<file path="config.mk">
export PLATFORM = sky130hd
export DESIGN_NAME = mem_access_controller
export DESIGN_NICKNAME = d
export VERILOG_FILES = /design/src/rtl/mem_access_controller.sv
export SDC_FILE = /design/constraint.sdc
export NUM_CORES = 1
export LEC_CHECK = 0
export BUFFER_PORTS_ARGS = -buffer_cell sky130_fd_sc_hd__buf_2
export CAP_MARGIN = 40
export CORE_MARGIN = 1.5
export CORE_UTILIZATION = 47
export CTS_CLUSTER_DIAMETER = 40
export DETAILED_ROUTE_END_ITERATION = 7
export HOLD_SLACK_MARGIN = 0.06
export PLACE_DENSITY = 0.78
export SLEW_MARGIN = 30
export SYNTH_ARGS = -nofsm -noshare
export SYNTH_HDL_FRONTEND = slang
export SYNTH_SLANG_ARGS = --single-unit
</file>
<file path="constraint.sdc">
create_clock -name clk -period 2.05 [get_ports clk]
set_clock_uncertainty 0.05 [all_clocks]
set_input_delay 0.41 -clock clk [delete_from_list [all_inputs] [get_ports clk]]
set_output_delay 0.41 -clock clk [all_outputs]
set_load 0.02 [all_outputs]
</file>
<file path="src/rtl/mem_access_controller.sv">
// Single-request memory access sequencer with an ack timeout.
// Accepts one read or write from IDLE, waits for i_mem_ack, and reports done or error.
module mem_access_controller #(
  parameter int DATA_WIDTH = 8,
  parameter int TIMEOUT    = 15
) (
  input  logic                  clk,
  input  logic                  rst_n,
  input  logic                  i_rd_req,
  input  logic                  i_wr_req,
  input  logic [DATA_WIDTH-1:0] i_addr,
  input  logic [DATA_WIDTH-1:0] i_wr_data,
  output logic                  o_busy,
  output logic                  o_done,
  output logic [DATA_WIDTH-1:0] o_rd_data,
  output logic                  o_err,
  output logic                  o_mem_req,
  output logic                  o_mem_we,
  output logic [DATA_WIDTH-1:0] o_mem_addr,
  output logic [DATA_WIDTH-1:0] o_mem_wdata,
  input  logic                  i_mem_ack,
  input  logic [DATA_WIDTH-1:0] i_mem_rdata
);

  typedef enum logic [1:0] {
    IDLE,
    ACCESS,
    DONE,
    ERR
  } state_t;

  localparam logic [7:0] LP_LAST = 8'(TIMEOUT - 1);

  state_t                r_state;
  state_t                w_next;
  logic [7:0]            r_cnt;
  logic [DATA_WIDTH-1:0] r_addr;
  logic [DATA_WIDTH-1:0] r_wdata;
  logic [DATA_WIDTH-1:0] r_rd_data;
  logic                  r_we;
  logic                  r_err;
  logic                  w_accept;
  logic                  w_ack;
  logic                  w_tout;

  assign w_accept = (r_state == IDLE) &&
                    (i_rd_req || i_wr_req);
  assign w_ack    = (r_state == ACCESS) && i_mem_ack;
  assign w_tout   = (r_state == ACCESS) && !i_mem_ack &&
                    (r_cnt == LP_LAST);

  always_comb begin
    w_next = r_state;
    unique case (r_state)
      IDLE:    if (w_accept) w_next = ACCESS;
      ACCESS: begin
        // Ack beats a coincident timeout.
        if (w_ack)       w_next = DONE;
        else if (w_tout) w_next = ERR;
      end
      DONE:    w_next = IDLE;
      ERR:     w_next = IDLE;
      default: w_next = IDLE;
    endcase
  end

  always_ff @(posedge clk) begin
    if (!rst_n) begin
      r_state   <= IDLE;
      r_cnt     <= '0;
      r_addr    <= '0;
      r_wdata   <= '0;
      r_rd_data <= '0;
      r_we      <= 1'b0;
      r_err     <= 1'b0;
    end else begin
      r_state <= w_next;
      if (w_accept) begin
        r_addr  <= i_addr;
        r_wdata <= i_wr_data;
        r_we    <= i_wr_req && !i_rd_req;
        r_cnt   <= '0;
        r_err   <= 1'b0;
      end
      if (r_state == ACCESS) begin
        if (w_ack) begin
          if (!r_we) r_rd_data <= i_mem_rdata;
        end else begin
          r_cnt <= r_cnt + 8'd1;
          if (w_tout) r_err <= 1'b1;
        end
      end
    end
  end

  assign o_busy      = (r_state != IDLE);
  assign o_done      = (r_state == DONE) ||
                       (r_state == ERR);
  assign o_mem_req   = (r_state == ACCESS);
  assign o_mem_we    = r_we;
  assign o_mem_addr  = r_addr;
  assign o_mem_wdata = r_wdata;
  assign o_rd_data   = r_rd_data;
  assign o_err       = r_err;

endmodule
</file>
==> results of run 1 <==
## metal layers
layer | part of all wire | routed length, um | vias up
li1 | - | - | 670
met1 | 0.43 | 1340 | 587
met2 | 0.48 | 1520 | 61
met3 | 0.074 | 234 | 8
met4 | 0.017 | 53 | 0
met5 | 0 | 0 | -
## cell usage after synthesis (all sizes together) (2+ instances only)
library cell  number
a21oi             18
o21ai              2
dfxtp             36
inv                3
ha                 2
o21a               3
and3               2
clkbuf             7
nor2              15
mux2i              9
buf                3
or3                2
nand2             35
a21boi             2
o31ai              2
nand4              4
nand3              3
## metrics by stage
| stage | area (um^2) | power [mW] |
|---|---|---|
| floorplan | 1420 | 0.930 |
| finish | 1790 | 1.39 |
| detailed placement | 1720 | 1.02 |
| CTS | 1780 | 1.41 |
| global placement | 1720 | 1.01 |
| global route | 1790 | 1.46 |
## path summary, 6_finish.rpt
path / slack (ns) / endpoint / cells after the start
max: 0.38 / o_busy / 3
max reg2reg: 0.44 / r_cnt[7] / 3
min reg2reg: 0.41 / o_mem_addr[5] / 2
min: 0.24 / o_mem_we / 2
## logic make-up after synthesis
group           synth area share
simple gates               0.223
flops                      0.509
compound gates             0.142
buf+inv                   0.0450
mux                       0.0636
fa+ha+maj                 0.0177
## registers in the layout, summed over array words and instances (netlist names)
register	flops
o_mem_wdata	8
r_state	2
r_cnt	8
o_rd_data	8
o_mem_we	1
o_mem_addr	8
o_err	1
## report_power, final
group / internal (mW) / switching [mW] / total (mW) / leakage (nW)
sequential: 0.738 / 0.0207 / 0.758 / 0.294
combinational: 0.0970 / 0.154 / 0.251 / 0.509
clock: 0.169 / 0.215 / 0.385 / 0.0326
total: 1.00 / 0.390 / 1.39 / 0.836
## final cells by class
cell class,instances,share of cell area
well taps,31,0.0217
clock buffers,8,0.0329
inverters,3,0.00630
flip-flops and latches,36,0.403
multi-input cells,113,0.353
repair buffers,62,0.183
==> results.toml, run 1 <==
[timing]
setup_viol = 0
period_needed_ns = 1.67
maxSlewViolCount = 0
finalHoldWorstSlack_ns = 0.235
rsz0062_at_grt = "no"
tightest_slew_ns = 0.454
postLayoutSetupSlackWorst_ns = 0.383
tns_ns = 0
finalCritPeriodShare = 0.813
hold_viol = 0
clock.fmax_ghz = 0.600
maxSlewHeadroom = 0.698

[place]
portBuffers = 57
gp_congestion = 0.889
placement.setup.worst_slack_ns = 0.248
place_inst = 244
hpwl_um = 2340

[routing]
avgRoutedWirePerCell_um = 12.4
vias = 1326
drc = 6
routed_wl_um = 3150
drt-pass1-iter-count = 7
via_per_inst = 5.24
ant_nets = 0
drtIter0Drc = 61

[die]
start_util = 0.505
core_um2 = 2810
num_io_pins = 58
rows = 19
dieHeight_um = 57.9
die_w_um = 57.9
design.die.area_um2 = 3350

[worst_setup_path]
worst_ep_arrival_time_ns = 1.21
r2r-start = "r_state[1]"
cp-end-kind = "output pin"
crit_family = "flip-flops"
critical_path.max_stage_delay_ns = 0.35
crit_path_max_fanout = 5
critical_path.startpoint = "r_state[1]"
cp_cell_sequence = "nor2_1 > inv_1 > buf_2"
startpoint_type = "flop"
crit_buf_inv = 2
worst_path_max_delay_cell = "dfxtp_1"
worstSetupPathType = "flop to output pin"
cp.required_ns = 1.59

[power]
pwr_density_cell_nw_per_um2 = 780
ir_drop_uv = 430
p_leak_nw = 0.836

[yosys]
synth_async_sr_flop_share = 0
synthDistinctLibCells = 35
yosysSeqAreaShare = 0.509
synth_warnings = 0
syn_area_um2 = 1420
yosysTopAreaCellShare = 0.509
synth_top_flop_cell = "dfxtp_1"
ys_seq_elements = 36
syn_inst = 163
synth_area_leaders = "dfxtp_1 (51%), nand2_1 (9.3%), a21oi_1 (6.4%)"
syn_avg_cell_area_um2 = 8.69
synth-edff-count = 0
synth_top_area_cell = "dfxtp_1"
syn_nets = 194

[final_layout]
utilization = 0.637
final_common_cell = "buf_2"
regArea_um2 = 721
nFillCells = 243
final_nets = 252
diodes = 0
areaGrowthSynthToFinish_pct = 26.2
final_cell_mix = "buf_2 (57), dfxtp_1 (36), nand2_1 (35), a21oi_1 (18), nor2_1 (15)"
final_cells = 253
multi_input_area_um2 = 632
layout-drive-gt1-share = 0.320

[min_path]
hold_start = "i_rd_req"
hp-class = "input port to flop"

[clock_network]
root_buffer = "clkbuf_4"
clock_latency_ns = 0.33
clkSinkCount = 36
cts_tree = "yes"
ctsResizeCount = 0
cts_buffers = 5
clock_path_buffers = 2
cts-htree-levels = 2
clkTransAtPathRegs_ns = 0.10
post_cts_buffers = 0
holdBufCountCts = 0

[grt]
grtUsageMet2 = 0.336
grt_max_degree = 30
busiest_layer = "met2"
use_met1 = 0.221
antenna_found_initial = 0
grt_pass1_wl_um = 5040
grt_pass1_vias = 1247
met3_usage = 0.0491
grtUsageTotal = 0.193
gr-total-overflow = 0

[status]
outcome = "finished, violations left"
violations = "design-rule violations"

[flow_run]
cap_violations = 0
Power figures use the tool's default switching activity.
==> run 2, diff against run 1 <==
Settings changed: ABC_AREA set to 1, CORE_UTILIZATION 47 to 48, PLACE_DENSITY 0.78 to 0.79.
Clock period 2.05 ns to 1.7 ns, I/O delays scaled along.
==> run 2 against run 1 <==
  * The flow now finishes without violations
  * Register-to-register slack got worse by 0.02 ns
  * Non-clock buffer count down 4
  * Combinational power is 43% higher
  * Core utilization is 1.9 points lower
  * Sequential share of layout area fell by 1.8 points
  * Cell count increased by 21%
  * Sequential power rose by 24%
  * Area after synthesis up 6.7%
  * Critical path depth stayed put
  * Global-route usage is 1.7 points lower
  * Die area up 4.3%
  * Design area up 4.7%
==> results.toml, run 2 <==
[worst_setup_path]
crit_path_max_fanout = 5
worstSetupPathType = "flop to output pin"
worst_ep_arrival_time_ns = 1.23
worst_path_max_delay_cell = "dfxtp_1"
cp_cell_sequence = "inv_1 > nor2_4 > buf_2"
critical_path.max_stage_delay_ns = 0.43
cp-end-kind = "output pin"
cp.required_ns = 1.31
startpoint_type = "flop"

[die]
start_util = 0.499
die_w_um = 59.1
core_um2 = 3030
design.die.area_um2 = 3490
rows = 20
dieHeight_um = 59.1
num_io_pins = 58

[yosys]
synthTopCellsByCount = "nor2_1 (62), dfxtp_1 (36), o21ai_0 (23)"
synth_warnings = 0
synth_top_family_by_area = "simple AND/OR/NAND/NOR gates"
synth_area_leaders = "dfxtp_1 (48%), nor2_1 (15%), o21ai_0 (7.6%)"
synth_top_flop_cell = "dfxtp_1"
synth-simple-area-share = 0.302
syn_area_um2 = 1510
yosysSeqAreaShare = 0.477
synthDistinctLibCells = 22
synth_compound_area_frac = 0.132
synth_async_sr_flop_share = 0
synth-xor-area-share = 0
synth_top_area_cell = "dfxtp_1"
syn_nets = 234
syn_avg_cell_area_um2 = 7.45
synth.most_common_cell = "nor2_1"
synth.area.mux_share = 0
ys_seq_elements = 36
syn_inst = 203
synth-edff-count = 0
synthAdderAreaFrac = 0.0166
yosysTopAreaCellShare = 0.477

[power]
pwr_density_cell_nw_per_um2 = 945
netSwitchingPower_uw = 540
internal-power_mw = 1.23
ir_drop_uv = 500
netSwitchingFraction = 0.305
seq_power_share = 0.532
p_clk_frac = 0.266
p_leak_nw = 0.888
p_comb_frac = 0.202

[timing]
rsz0062_at_grt = "no"
tns_ns = 0
clock.fmax_ghz = 0.617
maxSlewHeadroom = 0.804
maxSlewViolCount = 0
period_needed_ns = 1.62
finalHoldWorstSlack_ns = 0.133
setup_viol = 0
finalCritPeriodShare = 0.953
tightest_slew_ns = 0.294
hold_viol = 0

[routing]
ant_nets = 0
routed_wl_um = 3010
drt-pass1-iter-count = 4
drtIter0Drc = 52
avgRoutedWirePerCell_um = 9.85
drc = 0
via_per_inst = 4.74
vias = 1450

[place]
place_area_um2 = 1810
gp_congestion = 0.814
portBuffers = 57
hpwl_um = 2170

[final_layout]
layout-drive-gt1-share = 0.286
final_cell_mix = "nor2_1 (62), buf_2 (57), dfxtp_1 (36), o21ai_0 (23), nand2_1 (22)"
final_common_cell = "nor2_1"
diodes = 0
nFillCells = 304
areaGrowthSynthToFinish_pct = 23.8
final_nets = 292
finalInstanceArea_um2 = 1870

[grt]
grt_max_degree = 27
grt_pass1_wl_um = 4710
gr-total-overflow = 0
grt_pass1_vias = 1179
antenna_found_initial = 0
grtUsageTotal = 0.177

[clock_network]
cts_tree = "yes"
holdBufCountCts = 0
post_cts_buffers = 0
ctsResizeCount = 0
clkSinkCount = 36
root_buffer = "clkbuf_4"
clock_path_buffers = 2
clock_latency_ns = 0.34
cts_buffers = 5
cts-htree-levels = 2
clkTransAtPathRegs_ns = 0.11

[min_path]
hp-class = "input port to flop"

[status]
outcome = "completed"

[flow_run]
cap_violations = 0
[run 2: final cells by class]
| cell class | instances | area [um^2] | share of cell area |
|---|---|---|---|
| clock inverter | 2 | 10.0 | 0.00535 |
| sequential | 36 | 721 | 0.385 |
| inverter | 15 | 60.1 | 0.0321 |
| timing repair buffer | 58 | 293 | 0.156 |
| multi-input combinational | 145 | 682 | 0.364 |
| tap | 44 | 55.1 | 0.0294 |
| clock buffer | 6 | 51.3 | 0.0274 |
[run 2: per-stage QoR]
stage	worst slack (ns)	std cells	total power, mW	util
after floorplan	0.567	203	1.22	-
after global placement	0.415	298	1.32	0.598
after detailed placement	0.406	298	1.32	0.598
after CTS	0.0692	306	1.79	0.618
after global routing	0.0150	306	1.87	0.618
final	0.0799	306	1.77	0.618
[run 2: path summary, 6_finish.rpt]
kind | start | endpoint | slack, ns | depth (start not counted)
setup / recovery | r_state[0] | o_mem_req | 0.08 | 3
hold / removal | i_rd_req | o_mem_we | 0.13 | 2
setup reg to reg | r_state[1] | o_mem_addr[5] | 0.42 | 5
hold reg to reg | o_err | o_err | 0.43 | 2
[run 2: cells by family after synthesis]
family | Yosys count
adders and majority gates | 2
and+or+nand+nor | 104
AOI/OAI and AO/OA | 39
buffers and inverters | 22
DFF | 36
[run 2: power by group through the flow]
| stage | sequential (mW) | combinational, mW | clock (mW) |
|---|---|---|---|
| floorplan | 1.03 | 0.185 | 0 |
| global placement | 0.960 | 0.358 | 0 |
| detailed placement | 0.962 | 0.362 | 0 |
| CTS | 0.942 | 0.362 | 0.487 |
| global route | 0.949 | 0.402 | 0.520 |
| finish | 0.941 | 0.358 | 0.470 |
[run 2: worst max-delay path: cells and delay by family (launching register included)]
family | cells | cell delay, ns
flops | 1 | 0.43
buf+inv | 2 | 0.30
simple gates | 1 | 0.17
[run 2: per-layer routing]
| layer | wire length (um) | part of all wire | GRT usage |
|---|---|---|---|
| met1 | 1340 | 0.45 | 0.202 |
| met3 | 185 | 0.061 | 0.0611 |
| met5 | 0 | 0 | 0 |
| met2 | 1440 | 0.48 | 0.298 |
| met4 | 43 | 0.014 | 0.0747 |
==> run 3, diff against run 2 <==
Settings changed: CORE_ASPECT_RATIO set to 1.5.
==> run 3 against run 2 <==
  * Sequential share of layout area is 1.3 points lower
  * Setup slack improved by 0.088 ns
  * Cell count fell by 1.3%
  * Worst hold slack better by 0.092 ns
  * Non-clock buffer count is 1 higher
  * Critical path type unchanged
==> results.toml, run 3 (synthesis results as in run 2) <==
[status]
outcome = "completed"

[routing]
drc = 0
ant_nets = 0
drtIter0Drc = 21
via_per_inst = 4.82
vias = 1457
drt-pass1-iter-count = 4
routed_wl_um = 3290
avgRoutedWirePerCell_um = 10.9

[power]
ir_drop_uv = 899
p_leak_nw = 0.919
power_mw = 2.11
pwr_density_cell_nw_per_um2 = 1090

[clock_network]
cts_tree = "yes"
clock_path_buffers = 2
ctsResizeCount = 0
clkSinkCount = 36
post_cts_buffers = 0
clkTransAtPathRegs_ns = 0.07
root_buffer = "clkbuf_8"
cts-htree-levels = 2
cts_buffers = 5
clock_latency_ns = 0.28
holdBufCountCts = 0

[timing]
maxSlewHeadroom = 0.775
clock.fmax_ghz = 0.653
tightest_slew_ns = 0.338
hold_viol = 0
setup_viol = 0
period_needed_ns = 1.53
tns_ns = 0
finalCritPeriodShare = 0.901
postLayoutSetupSlackWorst_ns = 0.168
maxSlewViolCount = 0
rsz0062_at_grt = "no"

[die]
dieHeight_um = 71.7
core_um2 = 2940
design.die.area_um2 = 3500
num_io_pins = 58
die_w_um = 48.8
start_util = 0.514
rows = 24

[flow_run]
cap_violations = 0

[grt]
use_met1 = 0.203
grt_pass1_wl_um = 5550
gr-total-overflow = 0
grtUsageTotal = 0.200
grt_max_degree = 27
grtUsageMet2 = 0.364
antenna_found_initial = 0
busiest_layer = "met2"
grt_pass1_vias = 1351
met3_usage = 0.0500

[worst_setup_path]
critical_path.max_stage_delay_ns = 0.41
cp.required_ns = 1.31
crit_buf_inv = 2
cp-end-kind = "output pin"
worst_ep_arrival_time_ns = 1.14
worstSetupPathType = "flop to output pin"
worst_path_max_delay_cell = "dfxtp_1"
crit_family = "flip-flops"
startpoint_type = "flop"
crit_path_max_fanout = 5
cp_cell_sequence = "inv_1 > nor2_4 > buf_2"

[final_layout]
final_nets = 293
utilization = 0.659
areaGrowthSynthToFinish_pct = 28.2
diodes = 0
final_cell_mix = "nor2_1 (62), buf_2 (57), dfxtp_1 (36), o21ai_0 (23), nand2_1 (22)"
final_common_cell = "nor2_1"
layout-drive-gt1-share = 0.289
nFillCells = 290

[min_path]
hp-class = "input port to flop"

[place]
portBuffers = 57
hpwl_um = 2360
placement.setup.worst_slack_ns = 0.398
gp_congestion = 0.829
-- run 3: cell count changes in the layout (fill, tap and decap cells not counted), sizes merged --
cell,change
clkbuf,+1
buf,+1
clkinv,-2
bufinv,+1
-- run 3: layout make-up --
type / count / area, um^2 / share of cell area
Inverter: 15 / 60.1 / 0.0310
Clock inverter: 1 / 30.0 / 0.0155
Clock buffer: 7 / 96.3 / 0.0497
Multi-Input combinational cell: 145 / 682 / 0.352
Tap cell: 39 / 48.8 / 0.0252
Sequential cell: 36 / 721 / 0.372
Timing Repair Buffer: 59 / 300 / 0.155
-- run 3: worst reg2reg max path, delay by kind of cell (launching register included) --
family / cells / cell delay [ns]
simple gates: 4 / 0.50
flops: 1 / 0.47
buf+inv: 1 / 0.14
-- run 3: metrics by stage --
step                      instances  hold slack, ns  cell area (um^2)
after floorplan                 203           0.385              1510
after global placement          294           0.407              1810
after detailed placement        294           0.416              1810
after CTS                       302           0.215              1940
after global routing            302           0.220              1940
final                           302           0.225              1940
-- run 3: final timing paths --
check                                start        endpoint  slack [ns]  depth (start not counted)
worst max-delay path            r_state[0]       o_mem_req        0.17                          3
worst min-delay path              i_rd_req        o_mem_we        0.22                          2
worst max register to register  r_state[1]  o_mem_wdata[4]        0.45                          5
worst min register to register       o_err           o_err        0.42                          2
-- run 3: per-layer routing --
metal  part of all wire  vias to the layer above
met5                  0                        -
met4              0.026                        0
met3              0.042                       11
met2               0.54                       37
met1               0.40                      642
li1                   -                      767
-- run 3: report_power, final --
group | leakage, nW | internal (mW) | switching, mW
logic | 0.558 | 0.127 | 0.238
clock network | 0.0645 | 0.517 | 0.291
registers | 0.296 | 0.907 | 0.0345
total | 0.919 | 1.55 | 0.563
